<file path="src/rtl/pulse_sequencer_if.sv">
// Parameter/strobe bundle between pulse_control (master) and pulse_sequencer (slave),
// carrying the timing registers in and the RF gate, blanking and sync outputs back.
interface pulse_sequencer_if #(
  parameter int PER_W = 32,
  parameter int WID_W = 16
);
  logic [PER_W-1:0] per;
  logic [WID_W-1:0] p1wid;
  logic [WID_W-1:0] del;
  logic [WID_W-1:0] p2wid;
  logic [7:0]       cp;
  logic [7:0]       p_bl;
  logic             bl;
  logic [7:0]       nut_w;
  logic [WID_W-1:0] nut_d;
  logic             rxd;
  logic             pulse;
  logic             inhib;
  logic             sync;

  modport master (
    output per, p1wid, del, p2wid, cp, p_bl, bl, nut_w, nut_d, rxd,
    input  pulse, inhib, sync
  );

  modport slave (
    input  per, p1wid, del, p2wid, cp, p_bl, bl, nut_w, nut_d, rxd,
    output pulse, inhib, sync
  );
endinterface

</file>
<file path="src/rtl/pulse_sequencer.sv">
// CPMG pulse sequencer: free-running period counter, double-buffered timing shadows and
// a P1/DEL/P2/GAP state machine. Define NUTATION_EN to prepend a NUT/NGAP pulse pair.
module pulse_sequencer #(
  parameter int PER_W = 32,
  parameter int WID_W = 16
) (
  input logic              clk,
  input logic              rst,
  pulse_sequencer_if.slave bus
);
  localparam int TW = WID_W + 1;

  typedef enum logic [2:0] {IDLE, NUT, NGAP, P1, DEL, P2, GAP, DONE} state_t;

  logic [PER_W-1:0] per_s, per_eff, cnt_reg, cnt_next;
  logic [WID_W-1:0] p1wid_s, del_s, p2wid_s;
  logic [7:0]       cp_s, p_bl_s;
  logic             bl_s;
`ifdef NUTATION_EN
  logic [7:0]       nut_w_s;
  logic [WID_W-1:0] nut_d_s;
`endif
  logic             pend_reg, rxd_d_reg, rxd_rise, wrap, load;
  state_t           state_reg, state_next, cur_state, succ, first_state;
  logic [TW-1:0]    tmr_reg, tmr_next, cur_tmr;
  logic [7:0]       k_reg, k_next, cur_k;
  logic             pulse_comb, pulse_reg, inhib_reg, sync_reg;
  logic [7:0]       blank_reg, blank_next;

  assign per_eff  = (per_s < PER_W'(2)) ? PER_W'(2) : per_s;
  assign wrap     = (cnt_reg >= per_eff - PER_W'(1));
  assign cnt_next = wrap ? '0 : cnt_reg + PER_W'(1);
  assign rxd_rise = bus.rxd & ~rxd_d_reg;
  assign load     = wrap & pend_reg;

  function automatic logic [TW-1:0] state_len(input state_t s);
    logic [TW-1:0] len;
    len = '0;
    case (s)
`ifdef NUTATION_EN
      NUT:     len = TW'(nut_w_s);
      NGAP:    len = TW'(nut_d_s);
`endif
      P1:      len = {1'b0, p1wid_s};
      DEL:     len = {1'b0, del_s};
      P2:      len = {1'b0, p2wid_s};
      GAP:     len = {del_s, 1'b0};
      default: len = '0;
    endcase
    return len;
  endfunction

  // Walk past zero-length states so every state we land in lasts at least one cycle.
  // With p2wid=0 no further edges can occur, so P2 collapses straight to DONE.
  function automatic state_t resolve(input state_t s);
    state_t r;
    r = s;
`ifdef NUTATION_EN
    if (r == NUT && nut_w_s == '0) r = P1;
    if (r == NGAP && nut_d_s == '0) r = P1;
`endif
    if (r == P1 && p1wid_s == '0) r = (cp_s == '0) ? DONE : DEL;
    if ((r == DEL || r == GAP) && del_s == '0) r = P2;
    if (r == P2 && p2wid_s == '0) r = DONE;
    return r;
  endfunction

`ifdef NUTATION_EN
  assign first_state = resolve(NUT);
`else
  assign first_state = resolve(P1);
`endif

  always_ff @(posedge clk) begin
    if (rst || load) begin
      per_s   <= bus.per;
      p1wid_s <= bus.p1wid;
      del_s   <= bus.del;
      p2wid_s <= bus.p2wid;
      cp_s    <= bus.cp;
      p_bl_s  <= bus.p_bl;
      bl_s    <= bus.bl;
`ifdef NUTATION_EN
      nut_w_s <= bus.nut_w;
      nut_d_s <= bus.nut_d;
`endif
    end
  end

  always_ff @(posedge clk) begin
    if (rst) begin
      cnt_reg   <= '0;
      state_reg <= IDLE;
      tmr_reg   <= '0;
      k_reg     <= '0;
      pend_reg  <= 1'b0;
      rxd_d_reg <= 1'b0;
      pulse_reg <= 1'b0;
      inhib_reg <= 1'b0;
      sync_reg  <= 1'b0;
      blank_reg <= '0;
    end else begin
      cnt_reg   <= cnt_next;
      state_reg <= state_next;
      tmr_reg   <= tmr_next;
      k_reg     <= k_next;
      rxd_d_reg <= bus.rxd;
      // An edge arriving in the reload cycle itself is kept for the following wrap.
      pend_reg  <= load ? rxd_rise : (pend_reg | rxd_rise);
      pulse_reg <= pulse_comb;
      inhib_reg <= pulse_comb | (blank_next != '0);
      sync_reg  <= (cnt_reg == '0);
      blank_reg <= blank_next;
    end
  end

  always_comb begin
    cur_state = state_reg;
    cur_tmr   = tmr_reg;
    cur_k     = k_reg;
    if (cnt_reg == '0) begin
      cur_state = first_state;
      cur_tmr   = state_len(first_state);
      cur_k     = '0;
    end
    case (cur_state)
      NUT:     succ = NGAP;
      NGAP:    succ = P1;
      P1:      succ = (cp_s == '0) ? DONE : DEL;
      DEL:     succ = P2;
      P2:      succ = (({1'b0, cur_k} + 9'd1) < {1'b0, cp_s}) ? GAP : DONE;
      GAP:     succ = P2;
      default: succ = DONE;
    endcase
    state_next = cur_state;
    tmr_next   = cur_tmr;
    k_next     = cur_k;
    if (cur_state != IDLE && cur_state != DONE) begin
      if (cur_tmr <= TW'(1)) begin
        if (cur_state == P2) k_next = cur_k + 8'd1;
        state_next = resolve(succ);
        tmr_next   = state_len(resolve(succ));
      end else begin
        tmr_next = cur_tmr - TW'(1);
      end
    end
  end

  always_comb begin
    pulse_comb = 1'b0;
    case (cur_state)
      NUT, P2: pulse_comb = 1'b1;
      P1:      pulse_comb = bl_s;
      default: pulse_comb = 1'b0;
    endcase
    blank_next = '0;
    if (cnt_reg != '0) begin
      if (pulse_reg && !pulse_comb) blank_next = p_bl_s;
      else if (blank_reg != '0)     blank_next = blank_reg - 8'd1;
    end
  end

  assign bus.pulse = pulse_reg;
  assign bus.inhib = inhib_reg;
  assign bus.sync  = sync_reg;
endmodule

</file>
<file path="src/flat_wrapper.sv">
// flat-port wrapper written by rule: the top's interface ports become plain ports
module pulse_sequencer_flat 
#(
  parameter int PER_W = 32,
  parameter int WID_W = 16
)
  (clk, rst, bus_per, bus_p1wid, bus_del, bus_p2wid, bus_cp, bus_p_bl, bus_bl, bus_nut_w, bus_nut_d, bus_rxd, bus_pulse, bus_inhib, bus_sync);
  pulse_sequencer_if #(.PER_W(PER_W), .WID_W(WID_W)) bus_i ();
  input logic clk;
  input logic rst;
  input wire logic [$bits(bus_i.per)-1:0] bus_per;
  input wire logic [$bits(bus_i.p1wid)-1:0] bus_p1wid;
  input wire logic [$bits(bus_i.del)-1:0] bus_del;
  input wire logic [$bits(bus_i.p2wid)-1:0] bus_p2wid;
  input wire logic [$bits(bus_i.cp)-1:0] bus_cp;
  input wire logic [$bits(bus_i.p_bl)-1:0] bus_p_bl;
  input wire logic [$bits(bus_i.bl)-1:0] bus_bl;
  input wire logic [$bits(bus_i.nut_w)-1:0] bus_nut_w;
  input wire logic [$bits(bus_i.nut_d)-1:0] bus_nut_d;
  input wire logic [$bits(bus_i.rxd)-1:0] bus_rxd;
  output wire logic [$bits(bus_i.pulse)-1:0] bus_pulse;
  output wire logic [$bits(bus_i.inhib)-1:0] bus_inhib;
  output wire logic [$bits(bus_i.sync)-1:0] bus_sync;
  assign bus_i.per = bus_per;
  assign bus_i.p1wid = bus_p1wid;
  assign bus_i.del = bus_del;
  assign bus_i.p2wid = bus_p2wid;
  assign bus_i.cp = bus_cp;
  assign bus_i.p_bl = bus_p_bl;
  assign bus_i.bl = bus_bl;
  assign bus_i.nut_w = bus_nut_w;
  assign bus_i.nut_d = bus_nut_d;
  assign bus_i.rxd = bus_rxd;
  assign bus_pulse = bus_i.pulse;
  assign bus_inhib = bus_i.inhib;
  assign bus_sync = bus_i.sync;
  pulse_sequencer #(.PER_W(PER_W), .WID_W(WID_W)) u_core (.clk(clk), .rst(rst), .bus(bus_i));
endmodule
</file>
<file path="config.mk">
export PLATFORM = sky130hd
export DESIGN_NAME = pulse_sequencer_flat
export DESIGN_NICKNAME = d
export VERILOG_FILES = /design/src/rtl/pulse_sequencer_if.sv /design/src/rtl/pulse_sequencer.sv /design/src/flat_wrapper.sv
export SDC_FILE = /design/constraint.sdc
export NUM_CORES = 1
export LEC_CHECK = 0
export BUFFER_PORTS_ARGS = -buffer_cell sky130_fd_sc_hd__clkbuf_2
export CAP_MARGIN = 15
export CORE_MARGIN = 5
export CORE_UTILIZATION = 50
export DETAILED_ROUTE_END_ITERATION = 8
export GPL_ROUTABILITY_DRIVEN = 0
export HOLD_SLACK_MARGIN = 0.05
export PLACE_DENSITY = 0.73
export SETUP_SLACK_MARGIN = 0.15
export SLEW_MARGIN = 25
export SYNTH_ARGS = -nofsm -noshare
export SYNTH_HDL_FRONTEND = slang
export SYNTH_SLANG_ARGS = --single-unit
</file>
<file path="constraint.sdc">
create_clock -name clk -period 6.1 [get_ports clk]
set_clock_uncertainty 0.15 [all_clocks]
set_input_delay 0.61 -clock clk [delete_from_list [all_inputs] [get_ports clk]]
set_output_delay 0.61 -clock clk [all_outputs]
set_load 0.01 [all_outputs]
</file>
* Word-level counts from Yosys, hierarchy flattened
Cells that the tools add are included.
** Cells by class
- Add/sub/neg operators :: 6
- $mul :: 0
- Divide/modulo/power cells :: 0
- Order comparisons :: 4
- Equality and inequality tests :: 22
- Shifts and indexed selects :: 0
- Mux-type cells :: 33
- Bitwise gates (word level) :: 5
- Reduce and logical (&&, ||, !) cells :: 23
** Operators with widths (number)
- 17-bit one-hot mux with 4 select lines :: 2
- 8-bit two-way mux :: 7
- 17-bit two-way mux :: 3
- 16-bit zero test :: 3
- 3-bit == test, second input constant :: 15
- 3-bit two-way mux :: 15
- 32-bit by 1-bit adder with 32-bit output, second input constant :: 1
- 32-bit greater-or-equal comparator :: 1
- 32-bit zero test :: 1
- 32-bit by 2-bit < comparator with 1-bit output, second input constant :: 1
- 32-bit two-way mux :: 1
- 32-bit nonzero test :: 1
- 32-bit by 1-bit subtractor with 32-bit output, second input constant :: 1
- 17-bit by 1-bit <= comparator with 1-bit output, second input constant :: 1
- 17-bit by 1-bit subtractor with 17-bit output, second input constant :: 1
- 8-bit nonzero test :: 2
- 3-bit by 2-bit == test with 1-bit output, second input constant :: 5
- 3-bit one-hot mux with 5 select lines :: 1
- 8-bit by 1-bit adder with 9-bit output, second input constant :: 1
- 9-bit by 8-bit < comparator with 1-bit output :: 1
- 8-bit by 1-bit adder with 8-bit output, second input constant :: 1
- 8-bit zero test :: 1
- 8-bit by 1-bit subtractor with 8-bit output, second input constant :: 1
- 1-bit logical AND :: 7
- 12 further kinds :: 19
** Storage, ports and cells
- Flip-flop bits (word level) :: 170
- Latch bits :: 0
- Bits in writable memories :: 0
- Memory bits (read-only) :: 0
- Input port bits :: 124
- Word-level logic and storage cells :: 110
- Memories kept :: 0

* Logic depth before layout (Yosys ltp)
Gate-level depths: netlist of the first run.
- Word-level depth :: 34
- Depth in mapped cells :: 25

* Least setup slack after synthesis of the first run
No wires, ideal clock.
- Path type :: reg2reg
- Start :: register u_core.per_s[19]
- End :: register u_core.bl_s (enable)
- Library setup time :: 0.481 ns
- Data arrival time :: 5.925 ns
- Setup slack :: -0.455 ns
- Cell stages (with the launch flop) :: 24
- Buffers on the path :: 0
- Clock period less this slack :: 6.555 ns
- Cells stage by stage :: edfxtp_1 > or4_1 > or3_1 > or3_1 > nor4_1 > nand2b_1 > ha_1 > nand2b_1 > nor4_1 > nor2b_1 > nand2b_1 > inv_1 > nand2_1 > nor3_1 > xnor2_1 > ha_1 > a21o_1 > a21o_1 > a21oi_1 > nor2_1 > a2111oi_0 > inv_1 > o22ai_1 > o21ba_2
** On the way
- Cells in the longest elaborated chain, start to end :: 6
** Ends and longest elaborated chain
- start, declared :: RTL line pulse_sequencer.sv:15 : logic [PER_W-1:0] per_s, per_eff, cnt_reg, cnt_next;
- start signal, assigned :: RTL line pulse_sequencer.sv:76 : per_s <= bus.per;
- 32-bit by 2-bit < comparator with 1-bit output :: RTL line pulse_sequencer.sv:30 : assign per_eff = (per_s < PER_W'(2)) ? PER_W'(2) : per_s;
- 32-bit two-way mux (*) :: RTL line pulse_sequencer.sv:30
- 32-bit by 1-bit subtractor with 32-bit output (*) :: RTL line pulse_sequencer.sv:31 : assign wrap = (cnt_reg >= per_eff - PER_W'(1));
- 32-bit greater-or-equal comparator (*) :: RTL line pulse_sequencer.sv:31
- 1-bit AND (*) :: RTL line pulse_sequencer.sv:34 : assign load = wrap & pend_reg;
- 1-bit logical OR (*) :: RTL line pulse_sequencer.sv:75 : if (rst || load) begin
- end signal, assigned :: RTL line pulse_sequencer.sv:82 : bl_s <= bus.bl;
- end, declared :: RTL line pulse_sequencer.sv:18 : logic bl_s;
Mark *: on every way between the ends. The rest lies on a longest branch, timed or not.
A chain may end at the register's enable or synchronous reset.

* Final worst setup path of the first run
- Start :: register u_core.per_s[20]
- End :: register u_core.del_s[1] (enable)
** On the way
- Cells in the longest elaborated chain, start to end :: 6
** Ends and longest elaborated chain
- 32-bit by 2-bit < comparator with 1-bit output :: RTL line pulse_sequencer.sv:30
- 32-bit two-way mux (*) :: RTL line pulse_sequencer.sv:30
- 32-bit by 1-bit subtractor with 32-bit output (*) :: RTL line pulse_sequencer.sv:31
- 32-bit greater-or-equal comparator (*) :: RTL line pulse_sequencer.sv:31
- 1-bit AND (*) :: RTL line pulse_sequencer.sv:34
- 1-bit logical OR (*) :: RTL line pulse_sequencer.sv:75
- end signal, assigned :: RTL line pulse_sequencer.sv:78 : del_s <= bus.del;
- end, declared :: RTL line pulse_sequencer.sv:16 : logic [WID_W-1:0] p1wid_s, del_s, p2wid_s;
Marked as above.

==> metrics.cfg, run 1 <==
[status]
outcome = completed

[sta]
tightest_slew_ns = 0.909
grt_setup_unrepaired = false
min_period_ns = 5.64
relSlewSlack_pct = 39.3
finalSetupViolCount = 0
max_freq_mhz = 177
fin_ws_ns = 0.460
period_share_pct = 92.5
slew_viol_final = 0
setup_tns_ns = 0
hold_violations = 0

[setup_path]
crit_top_cell = nand2b_1
critical-path-top-delay-family = simple AND/OR/NAND/NOR gates
cp_data_arrival_time_ns = 5.67
critPathSlowestCell = or4_1
crit_path_end_kind = register
cp_max_fo = 36
worst-path-buf-inv = 2
path_class = reg2reg
required_ns = 6.13
reg2reg_depth = 25
rr_startpoint = u_core.per_s[20]
r2r_slack_ns = 0.46
regToRegEndpoint = u_core.del_s[1]
critPathLaunchType = register
crit_cells = 25
max_stage_delay_ns = 0.58

[cts]
hold_buffers = 0
cts_tree = done
numCtsBuffers = 17
h-tree-depth = 4
clkLatencyLatePin_ns = 0.44
clock_sink_count = 170
clk_pin_slew_ns = 0.08
cts-root-buf = clkbuf_16
cts_max_path_buffers = 2

[die]
floorplan.initialDensity_pct = 50.6
rows = 51
die_y_um = 150
io_pins = 127
core-area_um2 = 19400
die_w_um = 150
dieArea_um2 = 22500

[placed_design]
dp_hpwl_um = 17900
post-place-ws_ns = 0.0818
port_buffers = 102

[min_path]
holdPathStages = 1
hold_end = u_core.p2wid_s[12]
min_path_type = in2reg
hold_start = bus_p2wid[12]

[detailed_routing]
vias = 8431
wl_met2_um = 11500
firstDrtPassIters = 7
wl_per_cell_um = 18.1
drt_iter0_drc = 743
routedLengthMet1_um = 11400
vias_per_cell = 6.07
drcViolationCount = 0
wirelength_um = 25100
ant_nets = 0
wl_met3_um = 1690
top_layer_used = met4

[cells_and_area]
num-fill-cells = 1716
multi_input_area_um2 = 5230
fin_util_pct = 58.8
layout-drive-gt1-share_pct = 19.1
nNetsFinal = 1281
antenna_cells = 0
mostFrequentLayoutCell = clkbuf_2
seq_area_um2 = 4370
layout_common_cells = 102 x clkbuf_2, 97 x edfxtp_1, 84 x nor2_1
syn2layout_area_growth_pct = 16.1

[power_and_ir_drop]
powerDensity_nw_per_um2 = 281
cellLeakagePower_uw = 0.00436
irDropWorstVdd_mv = 0.186

[synthesis]
synth-async-reset-ratio_pct = 0
ys_warn_count = 0
ys_ff_latch = 170
syn-instance-count = 997
ys_types = 80
synth-edff-count = 97
ys.flop_type = edfxtp_1
syn_nets = 1168
syn_area_per_cell_um2 = 9.85
synth_area_um2 = 9820
ys_seq_area_share_pct = 44.6

[global_routing]
grt_max_degree = 44
antenna_found_initial = 0
grt_pass1_wl_um = 40700
grt_pass1_vias = 8033
grt_usage_pct = 22.4
grt.overflow.total = 0

[flow_run]
cap_viol_max_count = 0

report_power, final:
part	internal (uW)	total, uW	leakage, uW	switching (uW)
combinational	336	781	0.00258	445
sequential	1300	1370	0.00150	68.8
clock	544	1050	0.000280	506
cell type report:
class / count / share of cell area (%)
clock inverter: 15 / 1.30
tap: 265 / 2.91
clock buffer: 17 / 3.73
multi-input combinational: 758 / 45.9
sequential: 170 / 38.4
inverter: 31 / 1.02
timing repair buffer: 132 / 6.78
synth_stat cells, drive strengths merged, types with 3 or more instances:
cell type,number,area share [%]
a31oi,14,0.89
nor2b,5,0.32
xor2,24,2.1
o31ai,7,0.54
nand3,31,1.6
a22oi,11,0.94
and2,11,0.70
and3,14,0.89
a221oi,4,0.42
buf,15,0.94
or4,10,0.88
nand2b,12,0.76
o211ai,7,0.54
and4,4,0.36
xnor2,52,4.6
nor4,30,2.3
a222oi,3,0.31
a21oi,50,2.6
a221o,14,1.4
o21ai,44,2.2
o221ai,5,0.45
nand2,73,2.8
edfxtp,97,30
clkbuf,23,0.88
ha,47,6.0
mux2,7,0.80
mux2i,6,0.61
nor3,37,1.9
inv,31,1.2
nor4b,4,0.42
nand4,12,0.76
a21o,23,1.8
or3,18,1.1
o31a,3,0.29
or2,6,0.38
a22o,10,0.89
o21bai,6,0.46
a211oi,41,3.2
nor2,85,3.2
dfxtp,73,15
a2111oi,4,0.42
kinds of logic after synthesis:
group,count (synthesis),synth area share (%)
multiplexers,13,1.41
AO/OA/AOI/OAI,266,19.4
adder cells (fa/ha/maj),47,5.99
XOR/XNOR,76,6.78
buffers and inverters,69,3.01
flip-flops,170,44.6
AND/OR/NAND/NOR,356,18.9
worst register-to-register path, delay by kind of cell (launching register included):
family                   cells  cell delay [ns]
AO/OA/AOI/OAI                7             1.15
XOR/XNOR                     1             0.15
adder cells (fa/ha/maj)      2             0.45
buffers and inverters        2             0.31
AND/OR/NAND/NOR             13             2.78
flip-flops                   1             0.40
worst max-delay path by stage:
stage	startpoint	endpoint	slack, ns
after floorplan	u_core.per_s[19]	u_core.bl_s	0.16
after global placement	u_core.per_s[19]	u_core.p1wid_s[10]	0.17
after detailed placement	u_core.per_s[19]	u_core.p1wid_s[12]	0.08
after CTS	u_core.per_s[19]	u_core.p1wid_s[1]	0.17
after global routing	u_core.per_s[20]	u_core.p1wid_s[0]	0.11
final	u_core.per_s[20]	u_core.del_s[1]	0.46
routing by layer:
| metal | track usage, % | vias to the layer above |
|---|---|---|
| li1 | - | 4031 |
| met1 | 32.1 | 4024 |
| met2 | 34.9 | 338 |
| met3 | 3.67 | 38 |
| met4 | 7.09 | 0 |
| met5 | 0 | - |
metrics by stage:
step           total power, uW  hold slack, ns  instance area, um^2  cells
6_report                  3200           0.192                11400   1388
4_1_cts                   3210           0.183                11300   1386
2_1_floorplan             1960           0.282                 9830    997
5_1_grt                   3370           0.178                11400   1388
3_3_place_gp              2140           0.284                10700   1352
3_5_place_dp              2160           0.316                10700   1352
repair_timing:
item | 4_1_cts | 5_1_grt
resized for setup | 2 | 8
setup buffers | 2 | 2
pin swaps | 0 | 2
endpoints found under the setup margin | 85 | 137
No activity file was read; power rests on OpenSTA's default activity.
==> run 2: changes to the inputs <==
--- a/config.mk
+++ b/config.mk
@@ -7,7 +7,6 @@
 export LEC_CHECK = 0
 export BUFFER_PORTS_ARGS = -buffer_cell sky130_fd_sc_hd__clkbuf_2
 export CAP_MARGIN = 15
-export CORE_MARGIN = 5
 export CORE_UTILIZATION = 50
 export DETAILED_ROUTE_END_ITERATION = 8
 export GPL_ROUTABILITY_DRIVEN = 0
==> run 2 against run 1 <==
Non-clock buffer count up 2. Clock power about the same. Total power up 0.97%. Critical path depth up 1. Setup slack worse by 0.032 ns. Sequential power about the same. Highest routed layer unchanged.
==> metrics.cfg, run 2 (synthesized netlist as in run 1, its figures left out) <==
[cells_and_area]
fin_util_pct = 60.2
seq_area_um2 = 4370
layout-drive-gt1-share_pct = 19.4
syn2layout_area_growth_pct = 16.2
mostFrequentLayoutCell = clkbuf_2
antenna_cells = 0
num-fill-cells = 1626
multi_input_area_um2 = 5240
final_design_area_no_fill_um2 = 11400
layout_common_cells = 102 x clkbuf_2, 97 x edfxtp_1, 84 x nor2_1
nNetsFinal = 1283

[detailed_routing]
vias = 8305
wirelength_um = 24400
ant_nets = 0
routedLengthMet1_um = 11400
wl_met3_um = 1670
vias_per_cell = 6.00
drcViolationCount = 0
drt_iter0_drc = 760
wl_met2_um = 10900
firstDrtPassIters = 5
top_layer_used = met4
wl_per_cell_um = 17.6

[sta]
period_share_pct = 93.0
hold_violations = 0
max_freq_mhz = 176
setup_tns_ns = 0
finalSetupViolCount = 0
grt_setup_unrepaired = false
slew_viol_final = 0
tightest_slew_ns = 1.12
relSlewSlack_pct = 25.5
whs_ns = 0.194
min_period_ns = 5.67

[flow_run]
cap_viol_max_count = 0

[setup_path]
cp_max_fo = 15
r2r_slack_ns = 0.43
rr_startpoint = u_core.per_s[20]
regToRegEndpoint = u_core.per_s[2]
critPathSlowestCell = or4_4
worst-path-buf-inv = 3
cp-startpoint = u_core.per_s[20]
critical-path-top-delay-family = simple AND/OR/NAND/NOR gates
crit_cells = 26
crit_end = u_core.per_s[2]
cp_data_arrival_time_ns = 5.70
max_stage_delay_ns = 0.56
path_class = reg2reg
reg2reg_depth = 26
crit_path_end_kind = register
critPathLaunchType = register
required_ns = 6.13
crit_top_cell = nand2b_1

[global_routing]
grt_usage_pct = 25.0
antenna_found_initial = 0
grt_pass1_wl_um = 39700
grt_pass1_vias = 7863
grt_max_degree = 44
grt.overflow.total = 0

[cts]
h-tree-depth = 4
clkLatencyLatePin_ns = 0.43
hold_buffers = 0
cts_tree = done
clk_pin_slew_ns = 0.07
cts_max_path_buffers = 2
numCtsBuffers = 17
cts-root-buf = clkbuf_16
clock_sink_count = 170

[die]
rows = 50
die_y_um = 142
die_w_um = 142
core-area_um2 = 19000
floorplan.initialDensity_pct = 51.8
dieArea_um2 = 20200
io_pins = 127

[power_and_ir_drop]
powerDensity_nw_per_um2 = 283
fin_total_pwr_uw = 3230
cellLeakagePower_uw = 0.00437
irDropWorstVdd_mv = 0.238

[placed_design]
port_buffers = 102
dp_hpwl_um = 17600
placed_area_um2 = 10800

[status]
outcome = completed

[min_path]
min_path_type = in2reg

-- run 2: cell types whose count changed in the layout (fill, tap and decap cells not counted), sizes merged --
| cell | previous run | this run |
|---|---|---|
| buf | 30 | 32 |
| bufinv | 0 | 1 |
| clkinv | 5 | 1 |
| clkinvlp | 1 | 4 |
-- run 2: final cells by class --
type / count / area share (%)
multi-input cells: 758 / 45.9
inverters: 31 / 1.02
flip-flops and latches: 170 / 38.3
clock inverters: 15 / 1.35
clock buffers: 17 / 3.73
repair buffers: 134 / 6.80
well taps: 260 / 2.85
-- run 2: metrics by stage --
step,instances,setup slack (ns)
after floorplan,997,0.161
after global placement,1351,0.155
after detailed placement,1351,0.0757
after CTS,1385,0.187
after global routing,1385,0.176
final,1385,0.428
-- run 2: what timing repair did --
item | in CTS | in global routing
gates cloned | 0 | 0
pin swaps | 0 | 1
resized for setup | 3 | 8
setup endpoints to repair | 88 | 144
buffers inserted | 2 | 0
-- run 2: metal layers --
metal  global-route usage, %  vias up
met3                    5.55       28
met4                    8.09        0
met5                       0        -
met2                    38.4      298
li1                        -     4025
met1                    35.0     3954
-- run 2: how the worst min path moves through the flow --
stage / start / to / slack, ns / cells after the start
after CTS: bus_per[31] / u_core.per_s[31] / 0.18 / 1
final: bus_del[10] / u_core.del_s[10] / 0.19 / 1
after global routing: bus_per[31] / u_core.per_s[31] / 0.18 / 1
after global placement: u_core.rxd_d_reg / u_core.pend_reg / 0.29 / 1
after detailed placement: u_core.rxd_d_reg / u_core.pend_reg / 0.31 / 1
after floorplan: u_core.rxd_d_reg / u_core.pend_reg / 0.28 / 1
-- run 2: report_power, final --
part           switching [uW]  internal (uW)
clock network             499            579
logic                     443            341
registers                68.7           1300
total                    1010           2220
-- run 2: worst register-to-register path, stage by stage, from the launching register on --
cell	delay [ns]
edfxtp_1	0.41
or4_4	0.56
or3_4	0.37
or3_1	0.38
nor4_2	0.19
nand2b_4	0.18
ha_1	0.18
nand2b_1	0.09
nor4_2	0.17
nor2b_2	0.21
nand2b_1	0.13
inv_1	0.13
nand2_1	0.09
buf_4	0.14
nor2_1	0.11
xnor2_1	0.14
ha_1	0.27
a21o_1	0.16
a21o_1	0.16
a21oi_1	0.13
nor2b_1	0.06
o21ai_0	0.14
nand2b_1	0.09
a21oi_2	0.18
o21ai_2	0.09
o21ba_4	0.27
buf_4	0.23
